[src/rtl/shift_seq_pkg.sv]
// Shared encodings for the shift_seq command sequencer: command opcodes,
// downstream register mode codes ({s0,s1}) and the FSM state type.
package shift_seq_pkg;

  // Command opcodes carried on cmd_op.
  localparam logic [1:0] OP_HOLD    = 2'b00;
  localparam logic [1:0] OP_SHIFT_L = 2'b01;
  localparam logic [1:0] OP_SHIFT_R = 2'b10;
  localparam logic [1:0] OP_LOAD    = 2'b11;

  // Register mode select codes, packed as {s0,s1}.
  localparam logic [1:0] MODE_HOLD = 2'b00;
  localparam logic [1:0] MODE_SHL  = 2'b01;
  localparam logic [1:0] MODE_SHR  = 2'b10;
  localparam logic [1:0] MODE_LOAD = 2'b11;

  typedef enum logic [2:0] {
    StIdle,
    StHold,
    StShift,
    StLoad,
    StDone
  } state_e;

endpackage

[src/rtl/shift_seq_if.sv]
// Command channel of the shift_seq sequencer: valid/ready handshake plus the
// opcode, length and data fields. The master issues commands, the slave
// (the sequencer) accepts them.
interface shift_seq_if #(
  parameter int unsigned DATA_W = 16,
  parameter int unsigned LEN_W  = 5
);

  logic              cmd_valid;
  logic              cmd_ready;
  logic [1:0]        cmd_op;
  logic [LEN_W-1:0]  cmd_len;
  logic [DATA_W-1:0] cmd_data;

  modport master (
    output cmd_valid,
    output cmd_op,
    output cmd_len,
    output cmd_data,
    input  cmd_ready
  );

  modport slave (
    input  cmd_valid,
    input  cmd_op,
    input  cmd_len,
    input  cmd_data,
    output cmd_ready
  );

endinterface

[src/rtl/shift_seq_cnt.sv]
// Loadable downcounter for shift_seq. Tracks the remaining active cycles of a
// HOLD/SHIFT command, flags the last one, and produces the serial bit index
// for the cycle that starts at the coming clock edge (look-ahead, so the
// sequencer can register the bit together with the rest of the control vector).
module shift_seq_cnt #(
  parameter int unsigned LEN_W = 5
) (
  input  logic             clk_i,
  input  logic             mr_i,
  input  logic             load_i,
  input  logic [LEN_W-1:0] len_i,
  input  logic             dec_i,
  input  logic             msb_first_i,
  output logic             last_o,
  output logic [LEN_W-1:0] idx_o
);

  logic [LEN_W-1:0] cnt_q, cnt_d;
  logic [LEN_W-1:0] len_q, len_d;

  // Next count: load on accept, otherwise step down but never below 1.
  always_comb begin
    cnt_d = cnt_q;
    len_d = len_q;
    if (load_i) begin
      cnt_d = len_i;
      len_d = len_i;
    end else if (dec_i && (cnt_q > LEN_W'(1))) begin
      cnt_d = cnt_q - LEN_W'(1);
    end
  end

  // Count and latched length registers, synchronous reset.
  always_ff @(posedge clk_i) begin
    if (mr_i) begin
      cnt_q <= '0;
      len_q <= '0;
    end else begin
      cnt_q <= cnt_d;
      len_q <= len_d;
    end
  end

  // MSB-first walks len-1 down to 0; LSB-first walks 0 up to len-1.
  assign idx_o  = msb_first_i ? (cnt_d - LEN_W'(1)) : (len_d - cnt_d);
  assign last_o = (cnt_q == LEN_W'(1));

endmodule

[src/rtl/shift_seq.sv]
// Command sequencer driving a 4-bit universal shift register. One command per
// handshake; emits one registered control vector per clock.
// Optional abort support is compiled in with `define SHIFT_SEQ_ABORT_EN.
module shift_seq
  import shift_seq_pkg::*;
#(
  parameter int unsigned REG_W  = 4,
  parameter int unsigned DATA_W = 16,
  parameter int unsigned LEN_W  = 5
) (
  input  logic             clk,
  input  logic             mr,
  shift_seq_if.slave       cmd,
  output logic             s0,
  output logic             s1,
  output logic             ds0,
  output logic             ds3,
  output logic             oe_n,
  output logic [REG_W-1:0] pdata,
  output logic             pdata_en,
  output logic             busy,
  output logic             done
`ifdef SHIFT_SEQ_ABORT_EN
  ,
  input  logic             cmd_abort,
  output logic             aborted
`endif
);

  state_e            state_q, state_d;
  logic [1:0]        op_q, op_d;
  logic [DATA_W-1:0] data_q, data_d;
  logic [1:0]        mode_q, mode_d;
  logic              ds0_q, ds0_d, ds3_q, ds3_d;
  logic              oe_n_q, oe_n_d;
  logic [REG_W-1:0]  pdata_q, pdata_d;
  logic              pdata_en_q, pdata_en_d;
  logic              busy_q, busy_d;
  logic              done_q, done_d;

  logic             accept;
  logic [LEN_W-1:0] len_eff;
  logic             cnt_load, cnt_dec, cnt_last;
  logic [LEN_W-1:0] cnt_idx;
  logic             ser_bit;
  logic             abort_hit;

  assign cmd.cmd_ready = (state_q == StIdle) && !mr;
  assign accept        = cmd.cmd_valid && cmd.cmd_ready;
  assign len_eff       = (cmd.cmd_len > LEN_W'(DATA_W)) ? LEN_W'(DATA_W) : cmd.cmd_len;

`ifdef SHIFT_SEQ_ABORT_EN
  assign abort_hit = cmd_abort && ((state_q == StHold) || (state_q == StShift));
`else
  assign abort_hit = 1'b0;
`endif

  // Serial bit for the upcoming cycle, picked from the (possibly just latched) data.
  assign ser_bit = |(data_d & (DATA_W'(1) << cnt_idx));

  shift_seq_cnt #(
    .LEN_W(LEN_W)
  ) u_cnt (
    .clk_i       (clk),
    .mr_i        (mr),
    .load_i      (cnt_load),
    .len_i       (len_eff),
    .dec_i       (cnt_dec),
    .msb_first_i (op_d == OP_SHIFT_L),
    .last_o      (cnt_last),
    .idx_o       (cnt_idx)
  );

  // Next state, then the control vector belonging to that next state.
  always_comb begin
    state_d    = state_q;
    op_d       = op_q;
    data_d     = data_q;
    cnt_load   = 1'b0;
    cnt_dec    = 1'b0;
    mode_d     = MODE_HOLD;
    ds0_d      = 1'b0;
    ds3_d      = 1'b0;
    oe_n_d     = 1'b0;
    pdata_d    = '0;
    pdata_en_d = 1'b0;
    done_d     = 1'b0;

    case (state_q)
      StIdle: begin
        if (accept) begin
          op_d     = cmd.cmd_op;
          data_d   = cmd.cmd_data;
          cnt_load = 1'b1;
          if (cmd.cmd_op == OP_LOAD) begin
            state_d = StLoad;
          end else if (len_eff == '0) begin
            state_d = StDone;
          end else if (cmd.cmd_op == OP_HOLD) begin
            state_d = StHold;
          end else begin
            state_d = StShift;
          end
        end
      end
      StHold, StShift: begin
        if (abort_hit || cnt_last) begin
          state_d = StDone;
        end else begin
          cnt_dec = 1'b1;
        end
      end
      StLoad:  state_d = StDone;
      StDone:  state_d = StIdle;
      default: state_d = StIdle;
    endcase

    case (state_d)
      StShift: begin
        if (op_d == OP_SHIFT_L) begin
          mode_d = MODE_SHL;
          ds0_d  = ser_bit;
        end else begin
          mode_d = MODE_SHR;
          ds3_d  = ser_bit;
        end
      end
      StLoad: begin
        mode_d     = MODE_LOAD;
        oe_n_d     = 1'b1;
        pdata_en_d = 1'b1;
        pdata_d    = data_d[REG_W-1:0];
      end
      StDone: begin
        done_d = 1'b1;
        // Bus turnaround: keep the register off the bus one more cycle after LOAD.
        oe_n_d = (state_q == StLoad);
      end
      default: ;
    endcase
  end

  assign busy_d = (state_d != StIdle);

  // State, latched command and registered control outputs.
  always_ff @(posedge clk) begin
    if (mr) begin
      state_q    <= StIdle;
      op_q       <= OP_HOLD;
      data_q     <= '0;
      mode_q     <= MODE_HOLD;
      ds0_q      <= 1'b0;
      ds3_q      <= 1'b0;
      oe_n_q     <= 1'b0;
      pdata_q    <= '0;
      pdata_en_q <= 1'b0;
      busy_q     <= 1'b0;
      done_q     <= 1'b0;
    end else begin
      state_q    <= state_d;
      op_q       <= op_d;
      data_q     <= data_d;
      mode_q     <= mode_d;
      ds0_q      <= ds0_d;
      ds3_q      <= ds3_d;
      oe_n_q     <= oe_n_d;
      pdata_q    <= pdata_d;
      pdata_en_q <= pdata_en_d;
      busy_q     <= busy_d;
      done_q     <= done_d;
    end
  end

`ifdef SHIFT_SEQ_ABORT_EN
  logic aborted_q;

  // Abort flag rides with the done pulse it causes.
  always_ff @(posedge clk) begin
    if (mr) begin
      aborted_q <= 1'b0;
    end else begin
      aborted_q <= abort_hit;
    end
  end

  assign aborted = aborted_q;
`endif

  // An abort turns the current cycle into a hold, so no further bit is applied.
  assign s0       = mode_q[1] & ~abort_hit;
  assign s1       = mode_q[0] & ~abort_hit;
  assign ds0      = ds0_q & ~abort_hit;
  assign ds3      = ds3_q & ~abort_hit;
  assign oe_n     = oe_n_q;
  assign pdata    = pdata_q;
  assign pdata_en = pdata_en_q;
  assign busy     = busy_q;
  assign done     = done_q;

endmodule

[src/flat_wrapper.sv]
// flat-port wrapper written by rule: the top's interface ports become plain ports
module shift_seq_flat import shift_seq_pkg::*;
#(
  parameter int unsigned REG_W  = 4,
  parameter int unsigned DATA_W = 16,
  parameter int unsigned LEN_W  = 5
)
  (clk, mr, s0, s1, ds0, ds3, oe_n, pdata, pdata_en, busy, done, cmd_cmd_valid, cmd_cmd_op, cmd_cmd_len, cmd_cmd_data, cmd_cmd_ready);
  shift_seq_if #(.DATA_W(DATA_W), .LEN_W(LEN_W)) cmd_i ();
  input  logic clk;
  input  logic mr;
  output logic s0;
  output logic s1;
  output logic ds0;
  output logic ds3;
  output logic oe_n;
  output logic [REG_W-1:0] pdata;
  output logic pdata_en;
  output logic busy;
  output logic done;
  input wire logic [$bits(cmd_i.cmd_valid)-1:0] cmd_cmd_valid;
  input wire logic [$bits(cmd_i.cmd_op)-1:0] cmd_cmd_op;
  input wire logic [$bits(cmd_i.cmd_len)-1:0] cmd_cmd_len;
  input wire logic [$bits(cmd_i.cmd_data)-1:0] cmd_cmd_data;
  output wire logic [$bits(cmd_i.cmd_ready)-1:0] cmd_cmd_ready;
  assign cmd_i.cmd_valid = cmd_cmd_valid;
  assign cmd_i.cmd_op = cmd_cmd_op;
  assign cmd_i.cmd_len = cmd_cmd_len;
  assign cmd_i.cmd_data = cmd_cmd_data;
  assign cmd_cmd_ready = cmd_i.cmd_ready;
  shift_seq #(.REG_W(REG_W), .DATA_W(DATA_W), .LEN_W(LEN_W)) u_core (.clk(clk), .mr(mr), .cmd(cmd_i), .s0(s0), .s1(s1), .ds0(ds0), .ds3(ds3), .oe_n(oe_n), .pdata(pdata), .pdata_en(pdata_en), .busy(busy), .done(done));
endmodule
[config.mk]
export PLATFORM = sky130hd
export DESIGN_NAME = shift_seq_flat
export DESIGN_NICKNAME = d
export VERILOG_FILES = /design/src/rtl/shift_seq_pkg.sv /design/src/rtl/shift_seq_if.sv /design/src/rtl/shift_seq_cnt.sv /design/src/rtl/shift_seq.sv /design/src/flat_wrapper.sv
export SDC_FILE = /design/constraint.sdc
export NUM_CORES = 1
export LEC_CHECK = 0
export CAP_MARGIN = 20
export CORE_ASPECT_RATIO = 1.5
export CORE_MARGIN = 2
export CORE_UTILIZATION = 35
export DETAILED_ROUTE_END_ITERATION = 6
export PLACE_DENSITY = 0.53
export SLEW_MARGIN = 5
export SYNTH_ARGS = -nofsm -noshare
export SYNTH_HDL_FRONTEND = slang
export SYNTH_HIERARCHICAL = 1
export SYNTH_SLANG_ARGS = --single-unit
[constraint.sdc]
create_clock -name clk -period 4.6 [get_ports clk]
set_input_delay 0.46 -clock clk [delete_from_list [all_inputs] [get_ports clk]]
set_output_delay 0.46 -clock clk [all_outputs]
set_load 0.1 [all_outputs]
### Word-level counts from Yosys, hierarchy flattened

Cells that the tools add are included.
W data, S select, Z words.

* bitwise operators: 4
* reduce and logical (&&, ||, !) cells: 13
* multiplexer cells: 24
* $lt $le $gt $ge: 2
* add/sub/neg operators: 3
* shifts and indexed selects: 1
* equality and inequality tests: 9

Operators with widths (number)
* $mux W16: 2
* $mux W5: 5
* $and A16 B16 Y16: 1
* $reduce_or A16 Y1: 1
* $shl A1 B5 Y16 const A: 1
* $eq A3 B2 Y1 const B: 4
* $mux W3: 4
* $sub A5 B1 Y5 const B: 2
* $pmux W3 S3: 1
* $mux W2: 4
* $mux W1: 6
* $reduce_or A3 Y1: 2
* $eq A5 B1 Y1 const B: 1
* $gt A5 B1 Y1 const B: 1
* $gt A5 B5 Y1 const B: 1
* $logic_not A5 Y1: 1
* $sub A5 B5 Y5: 1
* $pmux W2 S2: 1
* $reduce_or A2 Y1: 2
* $eq A3 B1 Y1 const B: 1
* $eq A3 B3 Y1 const B: 1
* $logic_and A1 B1 Y1: 3
* $logic_not A3 Y1: 1
* $not A1 Y1: 3
* other kinds (6): 6

* output and inout bits: 13
* input port bits: 26
* register bits: 43
* word-level logic and storage cells: 69

### Depth between registers and ports, before layout

* depth after elaboration: 11
* mapped depth: 23
* gate-level depth less buffers: 21

### By module

The synthesis kept the hierarchy.

Modules (own cells, without submodules)
* shift_seq: sequential area each 660.6 sq um, area each 1531.5 sq um, times used 1, cells an instance 179
* shift_seq_cnt: sequential area each 200.2 sq um, area each 905.9 sq um, times used 1, cells an instance 103

### Worst setup path after synthesis

No wires, ideal clock.

* path kind: register to register
* start point: register u_core.state_q[0]
* end point: register u_core.ds3_q, in the netlist u_core/ds3
* stages on the path, launching flop included: 24
* required time: 4.470 ns
* period minus slack after synthesis: 5.124 ns
* buffers on the path: 5
* setup time: 0.130 ns
* data arrival time: 4.994 ns
* path slack: -0.524 ns
* path through: dfxtp_1 -> buf_2 -> nor4_4 -> nand2_2 -> inv_2 -> buf_4 -> buf_2 -> buf_6 -> or2b_2 -> o31ai_4 -> inv_1 -> ha_1 -> inv_1 -> fa_1 -> xor2_1 -> nand2_1 -> o21ai_0 -> clkbuf_1 -> nor2_1 -> a22o_1 -> a32oi_1 -> a22oi_1 -> a311oi_2 -> nor3_1

* word-level cells in the longest chain between the ends: 11
* elaborated cells between the ends (all ways): 31
* classes of those cells: 2 x add/sub; 5 x eq/ne; 1 x shift; 14 x mux; 2 x bitwise; 7 x reduce/logical

Ends and longest elaborated chain
* start: declaration: line shift_seq.sv:30 `state_e state_q, state_d;`
* start signal: assignment: line shift_seq.sv:148 `state_q <= StIdle;`
* start signal: assignment: line shift_seq.sv:160 `state_q <= state_d;`
* $logic_not A3 Y1 (*): line shift_seq.sv:48 `assign cmd.cmd_ready = (state_q == StIdle) && !mr;`
* $logic_and A1 B1 Y1 (*): line shift_seq.sv:48
* named net cmd_cmd_ready: line flat_wrapper.sv:25 `output wire logic [$bits(cmd_i.cmd_ready)-1:0] cmd_cmd_ready;`
* $logic_and A1 B1 Y1 (*): line shift_seq.sv:49 `assign accept = cmd.cmd_valid && cmd.cmd_ready;`
* $mux W1 (*): line shift_seq.sv:91 `if (accept) begin`
* $mux W1 (*): line shift_seq.sv:89 `case (state_q)`
* named net u_core.cnt_load: line shift_seq.sv:43 `logic cnt_load, cnt_dec, cnt_last;`
* $mux W5 (*): line shift_seq_cnt.sv:25 `if (load_i) begin`
* named net u_core.u_cnt.cnt_d[0]: line shift_seq_cnt.sv:18 `logic [LEN_W-1:0] cnt_q, cnt_d;`
* $sub A5 B5 Y5 or $sub A5 B1 Y5 (tied branches): line shift_seq_cnt.sv:45 `assign idx_o = msb_first_i ? (cnt_d - LEN_W'(1)) : (len_d - cnt_d);`
* $mux W5 (*): line shift_seq_cnt.sv:45
* named net u_core.cnt_idx[2]: line shift_seq.sv:44 `logic [LEN_W-1:0] cnt_idx;`
* $shl A1 B5 Y16 (*): line shift_seq.sv:59 `assign ser_bit = |(data_d & (DATA_W'(1) << cnt_idx));`
* $and A16 B16 Y16 (*): line shift_seq.sv:59
* $reduce_or A16 Y1 (*): line shift_seq.sv:59
* end signal: assignment: line shift_seq.sv:165 `ds3_q <= ds3_d;`
* end: declaration: line shift_seq.sv:34 `logic ds0_q, ds0_d, ds3_q, ds3_d;`

Mark *: on every way through the listed nets, which the timed path passes. The rest lies on a longest branch.
A chain may end at the register's enable or synchronous reset.

### Worst setup path in the final report

* start point: register u_core.u_cnt.cnt_q[0]
* end point: register u_core.ds3_q, in the netlist u_core/ds3

* word-level cells in the longest chain between the ends: 11
* elaborated cells between the ends (all ways): 19
* classes of those cells: 3 x add/sub; 1 x order compare; 2 x eq/ne; 1 x shift; 7 x mux; 2 x bitwise; 3 x reduce/logical

Ends and longest elaborated chain
* start: declaration: line shift_seq_cnt.sv:18
* start signal: assignment: line shift_seq_cnt.sv:39 `cnt_q <= cnt_d;`
* $eq A5 B1 Y1 (*): line shift_seq_cnt.sv:46 `assign last_o = (cnt_q == LEN_W'(1));`
* named net u_core.cnt_last: line shift_seq.sv:43
* $mux W1 (*): line shift_seq.sv:107 `if (abort_hit || cnt_last) begin`
* $mux W1 (*): line shift_seq.sv:89
* named net u_core.cnt_dec: line shift_seq.sv:43
* $logic_and A1 B1 Y1 (*): line shift_seq_cnt.sv:28 `end else if (dec_i && (cnt_q > LEN_W'(1))) begin`
* $mux W5 (*): line shift_seq_cnt.sv:28
* $mux W5 (*): line shift_seq_cnt.sv:25
* named net u_core.u_cnt.cnt_d[0]: line shift_seq_cnt.sv:18
* $sub A5 B5 Y5 or $sub A5 B1 Y5 (tied branches): line shift_seq_cnt.sv:45
* $mux W5 (*): line shift_seq_cnt.sv:45
* named net u_core.cnt_idx[2]: line shift_seq.sv:44
* $shl A1 B5 Y16 (*): line shift_seq.sv:59
* $and A16 B16 Y16 (*): line shift_seq.sv:59
* $reduce_or A16 Y1 (*): line shift_seq.sv:59

Marked as above.

==> flow_results.xml <==
<?xml version="1.0" encoding="UTF-8"?>
<metrics>
  <group name="run_status">
    <metric name="status" unit="">finished, final reports clean</metric>
  </group>
  <group name="pwr">
    <metric name="power.share.sequential" unit="">0.331</metric>
    <metric name="cellInternalPower" unit="uW">746</metric>
    <metric name="clockPowerShare" unit="">0.194</metric>
    <metric name="static-leakage-power" unit="nW">1.10</metric>
    <metric name="share_comb_of_total_power" unit="">0.475</metric>
    <metric name="switching_power_of_the_nets" unit="uW">519</metric>
    <metric name="sw_frac_of_total" unit="">0.410</metric>
    <metric name="ir_drop" unit="mV">0.203</metric>
    <metric name="power_per_cell_area" unit="mW/mm2">421</metric>
  </group>
  <group name="floorplan">
    <metric name="fp.dieW" unit="um">72.1</metric>
    <metric name="floorplan.rows" unit="">37</metric>
    <metric name="design.portCount" unit="">39</metric>
    <metric name="die_h" unit="um">106</metric>
    <metric name="core_area" unit="mm2">0.00681</metric>
    <metric name="start_util" unit="">0.358</metric>
    <metric name="die-area" unit="mm2">0.00766</metric>
  </group>
  <group name="global_routing">
    <metric name="largest_net_degree_at_the_start_of_global_routing" unit="">31</metric>
    <metric name="number_of_antenna_violations_at_the_first_check_in_global_routing" unit="">0</metric>
    <metric name="grt_remaining_overflow" unit="">0</metric>
    <metric name="grt_pass1_vias" unit="">2143</metric>
    <metric name="grt_first_pass_wirelength" unit="um">10300</metric>
    <metric name="global_route.usage.total" unit="">0.171</metric>
  </group>
  <group name="clock_network">
    <metric name="clkSlewWorstSetupHoldPaths" unit="ns">0.09</metric>
    <metric name="ctsLongestPathBuffers" unit="">2</metric>
    <metric name="h-tree-depth" unit="">2</metric>
    <metric name="cts_buffers" unit="">5</metric>
    <metric name="numClockSinks" unit="">43</metric>
    <metric name="cts-hold-fix-buffers" unit="">0</metric>
    <metric name="tritoncts" unit="">built</metric>
    <metric name="root_buffer_cell" unit="">clkbuf_8</metric>
    <metric name="insertion_delay" unit="ns">0.30</metric>
    <metric name="post-cts-setup-buffers" unit="">0</metric>
  </group>
  <group name="final_layout">
    <metric name="post_route_cells_drive_above_1_share" unit="">0.184</metric>
    <metric name="final_core_utilization" unit="">0.442</metric>
    <metric name="area.sequential" unit="um2">861</metric>
    <metric name="final_non_filler_cells" unit="">399</metric>
    <metric name="stdcell_area" unit="mm2">0.00301</metric>
    <metric name="fillCellCount" unit="">695</metric>
    <metric name="multiInputGateArea" unit="mm2">0.00144</metric>
    <metric name="num_antenna_cells" unit="">0</metric>
    <metric name="finish.net_count" unit="">354</metric>
    <metric name="layout-area-overhead-vs-synth" unit="%">23.4</metric>
  </group>
  <group name="synthesis">
    <metric name="synth_top_area_frac" unit="">0.353</metric>
    <metric name="ys_async_sr_fraction" unit="">0</metric>
    <metric name="synth_top_area_cell" unit="">dfxtp_1</metric>
    <metric name="synth.area.top_cells" unit="">dfxtp_1 (35%), nand2_1 (6.3%), a21oi_1 (5.1%), ha_1 (3.6%), mux2_2 (3.2%)</metric>
    <metric name="synth_flop_cell" unit="">dfxtp_1</metric>
    <metric name="syn_inst" unit="">282</metric>
    <metric name="synth.avg_cell_area" unit="um2">8.64</metric>
    <metric name="synth_seq_cells" unit="">43</metric>
    <metric name="post_synth_num_cell_types" unit="">64</metric>
    <metric name="yosysSeqAreaShare" unit="">0.353</metric>
    <metric name="most_repeated_cell_in_the_gate_level_netlist_after_synthesis" unit="">dfxtp_1</metric>
    <metric name="syn_area" unit="mm2">0.00244</metric>
    <metric name="synth-warning-count" unit="">6</metric>
    <metric name="synth_edf_count" unit="">0</metric>
    <metric name="mappedNetlistNets" unit="">316</metric>
    <metric name="synthTopCellsByCount" unit="">dfxtp_1 (43), nand2_1 (41), a21oi_1 (25)</metric>
  </group>
  <group name="worst_setup_path">
    <metric name="critPathRequiredTime" unit="ns">4.78</metric>
    <metric name="critPathLaunchType" unit="">register</metric>
    <metric name="critPathMaxStageDelay" unit="ns">0.52</metric>
    <metric name="critPathKind" unit="">register to register</metric>
    <metric name="worstPathBufferInverterCount" unit="">4</metric>
    <metric name="r2r.worst_path.cells" unit="">19</metric>
    <metric name="setup.worst_path.end_class" unit="">register</metric>
    <metric name="cp_slowest_cell" unit="">or4b_4</metric>
    <metric name="critPathTopFamily" unit="">compound AO/OA/AOI/OAI gates</metric>
    <metric name="timing.critical_path.depth" unit="">19</metric>
    <metric name="worst_path_most_repeated_cell" unit="">nor3_1</metric>
    <metric name="timing.rr.start" unit="">u_core/u_cnt/cnt_q[0]</metric>
    <metric name="critPathMaxFanout" unit="">13</metric>
    <metric name="reg2reg_slack" unit="ns">0.35</metric>
    <metric name="crit_chain" unit="">ha_1, or4b_4, clkinv_4, nor3_1, buf_4, a21oi_2, o31ai_4, inv_1, ha_2, inv_2, fa_1, xor2_1, nand2_1, o21ai_2, mux2_2, a221oi_2, o32ai_1, o31ai_2, nor3_1</metric>
    <metric name="worst_r2r_endpoint" unit="">u_core/ds3</metric>
    <metric name="critical_path_arrival" unit="ns">4.43</metric>
  </group>
  <group name="route">
    <metric name="routed_via_density" unit="">5.42</metric>
    <metric name="route.detailed.drc" unit="">0</metric>
    <metric name="postRouteAntennaNets" unit="">0</metric>
    <metric name="finalWirelength" unit="um">6170</metric>
    <metric name="via_count" unit="">2161</metric>
    <metric name="wire_per_inst" unit="um">15.5</metric>
    <metric name="detailedRoute.firstIterationViolations" unit="">116</metric>
    <metric name="firstDrtPassIters" unit="">4</metric>
  </group>
  <group name="timing">
    <metric name="final_hold_viol_count" unit="">0</metric>
    <metric name="fin_crit" unit="ns">4.25</metric>
    <metric name="setup_viol_count_final" unit="">0</metric>
    <metric name="final-max-slew-violation-count" unit="">0</metric>
    <metric name="final.period_utilization" unit="">0.924</metric>
    <metric name="final_layout_worst_hold_slack" unit="ns">0.459</metric>
    <metric name="clock-skew-final" unit="ns">0.00711</metric>
    <metric name="timing.fmax" unit="MHz">235</metric>
    <metric name="timing.slew.headroom" unit="">0.350</metric>
    <metric name="worstMarginPinSlew" unit="ns">0.972</metric>
    <metric name="setup_repair_after_global_routing_missed_its_margin" unit="">no</metric>
  </group>
  <group name="placed_design">
    <metric name="globalplace.congestion" unit="">0.847</metric>
    <metric name="dp_hpwl" unit="um">4810</metric>
    <metric name="placed_cells_incl_taps" unit="">391</metric>
    <metric name="placedInstanceArea" unit="mm2">0.00292</metric>
    <metric name="place.port_buffers" unit="">38</metric>
  </group>
  <group name="job">
    <metric name="cap_violations" unit="">0</metric>
  </group>
  <group name="min_path">
    <metric name="hold_path_class" unit="">register to register</metric>
    <metric name="worst_hold_path.num_cells" unit="">2</metric>
    <metric name="hp-start" unit="">u_core/op_q[1]</metric>
    <metric name="min_to" unit="">u_core/op_q[1]</metric>
  </group>
</metrics>
-- cell type report --
| cell class | instances | share of cell area |
|---|---|---|
| Multi-Input combinational cell | 206 | 0.478 |
| Clock inverter | 3 | 0.00666 |
| Tap cell | 78 | 0.0324 |
| Inverter | 15 | 0.0212 |
| Clock buffer | 5 | 0.0229 |
| Sequential cell | 43 | 0.286 |
| Timing Repair Buffer | 49 | 0.153 |
-- cells in the final DEF (no fill, tap or decap), types with 2 or more instances in the layout --
cell and instances:
clkbuf_8 5, nor3_1 8, mux2i_1 4, a21o_1 2
a2111oi_2 2, o21ai_0 3, and2_1 3, nor2_1 19
or2_2 2, ha_1 6, nor3b_1 4, xnor2_1 2
a31oi_1 3, dfxtp_1 43, nand3b_1 3, nor2b_1 12
clkdlybuf4s50_1 37, a211o_1 4, nand4_1 5, a221oi_2 3
mux2_2 6, buf_4 12, a31o_2 3, a21oi_1 24
clkinvlp_4 2, inv_1 12, nand2_1 41, a22o_1 2
a221oi_1 6, nand3_1 3
-- flip-flops by register name (all words and copies together), names as in the netlist --
name                count
u_core/u_cnt/len_q      5
u_core/busy             1
u_core/ds0              1
u_core/done             1
u_core/data_q          16
u_core/pdata_en         1
u_core/state_q          3
u_core/mode_q           2
u_core/ds3              1
u_core/u_cnt/cnt_q      5
u_core/oe_n             1
u_core/op_q             2
u_core/pdata            4
-- worst min-delay path, delay by kind of cell, from the launching register on --
family           cells  cell delay (ns)
AO/OA/AOI/OAI        1             0.05
AND/OR/NAND/NOR      1             0.05
flip-flops           1             0.32
-- cells by family after synthesis --
group / Yosys count / share of synthesized area
and+or+nand+nor: 114 / 0.246
adders and majority gates: 8 / 0.0441
buffers and inverters: 33 / 0.0703
DFF: 43 / 0.353
muxes: 11 / 0.0488
xor gates and xnor gates: 3 / 0.0108
AOI/OAI and AO/OA: 70 / 0.227
-- per-layer routing --
layer | up-vias | global-route usage | wire length, um
met5 | - | 0 | 0
met4 | 0 | 0.0782 | 134
met3 | 12 | 0.0256 | 177
met2 | 50 | 0.315 | 3360
met1 | 1018 | 0.188 | 2500
li1 | 1081 | - | -
-- timing repair --
item / 4_1_cts / 5_1_grt
endpoints found under the setup margin: 0 / 2
gates resized for setup: 0 / 1
endpoints found under the hold margin: 0 / 0
-- worst max path at each step --
stage                           from    endpoint  slack, ns
2_1_floorplan                     mr  u_core/ds3      -0.14
3_3_place_gp   u_core/u_cnt/cnt_q[0]  u_core/ds3       0.32
3_5_place_dp   u_core/u_cnt/cnt_q[0]  u_core/ds0       0.30
4_1_cts        u_core/u_cnt/cnt_q[0]  u_core/ds3       0.27
5_1_grt        u_core/u_cnt/cnt_q[0]  u_core/ds3       0.01
6_report       u_core/u_cnt/cnt_q[0]  u_core/ds3       0.35
-- power groups by stage --
stage          clock network (mW)  registers, mW  logic, mW
3_3_place_gp                    0          0.428      0.598
6_report                    0.245          0.419      0.601
3_5_place_dp                    0          0.428      0.600
5_1_grt                     0.267          0.422      0.659
2_1_floorplan                   0          0.466      0.437
4_1_cts                     0.253          0.420      0.603
-- through the flow --
step           power, mW  worst slack, ns  TNS [ns]
3_3_place_gp        1.03            0.325         0
5_1_grt             1.35           0.0113         0
4_1_cts             1.28            0.268         0
2_1_floorplan      0.903           -0.136    -0.268
6_report            1.26            0.348         0
3_5_place_dp        1.03            0.299         0
Note: power is estimated with default switching activity, not from simulation.
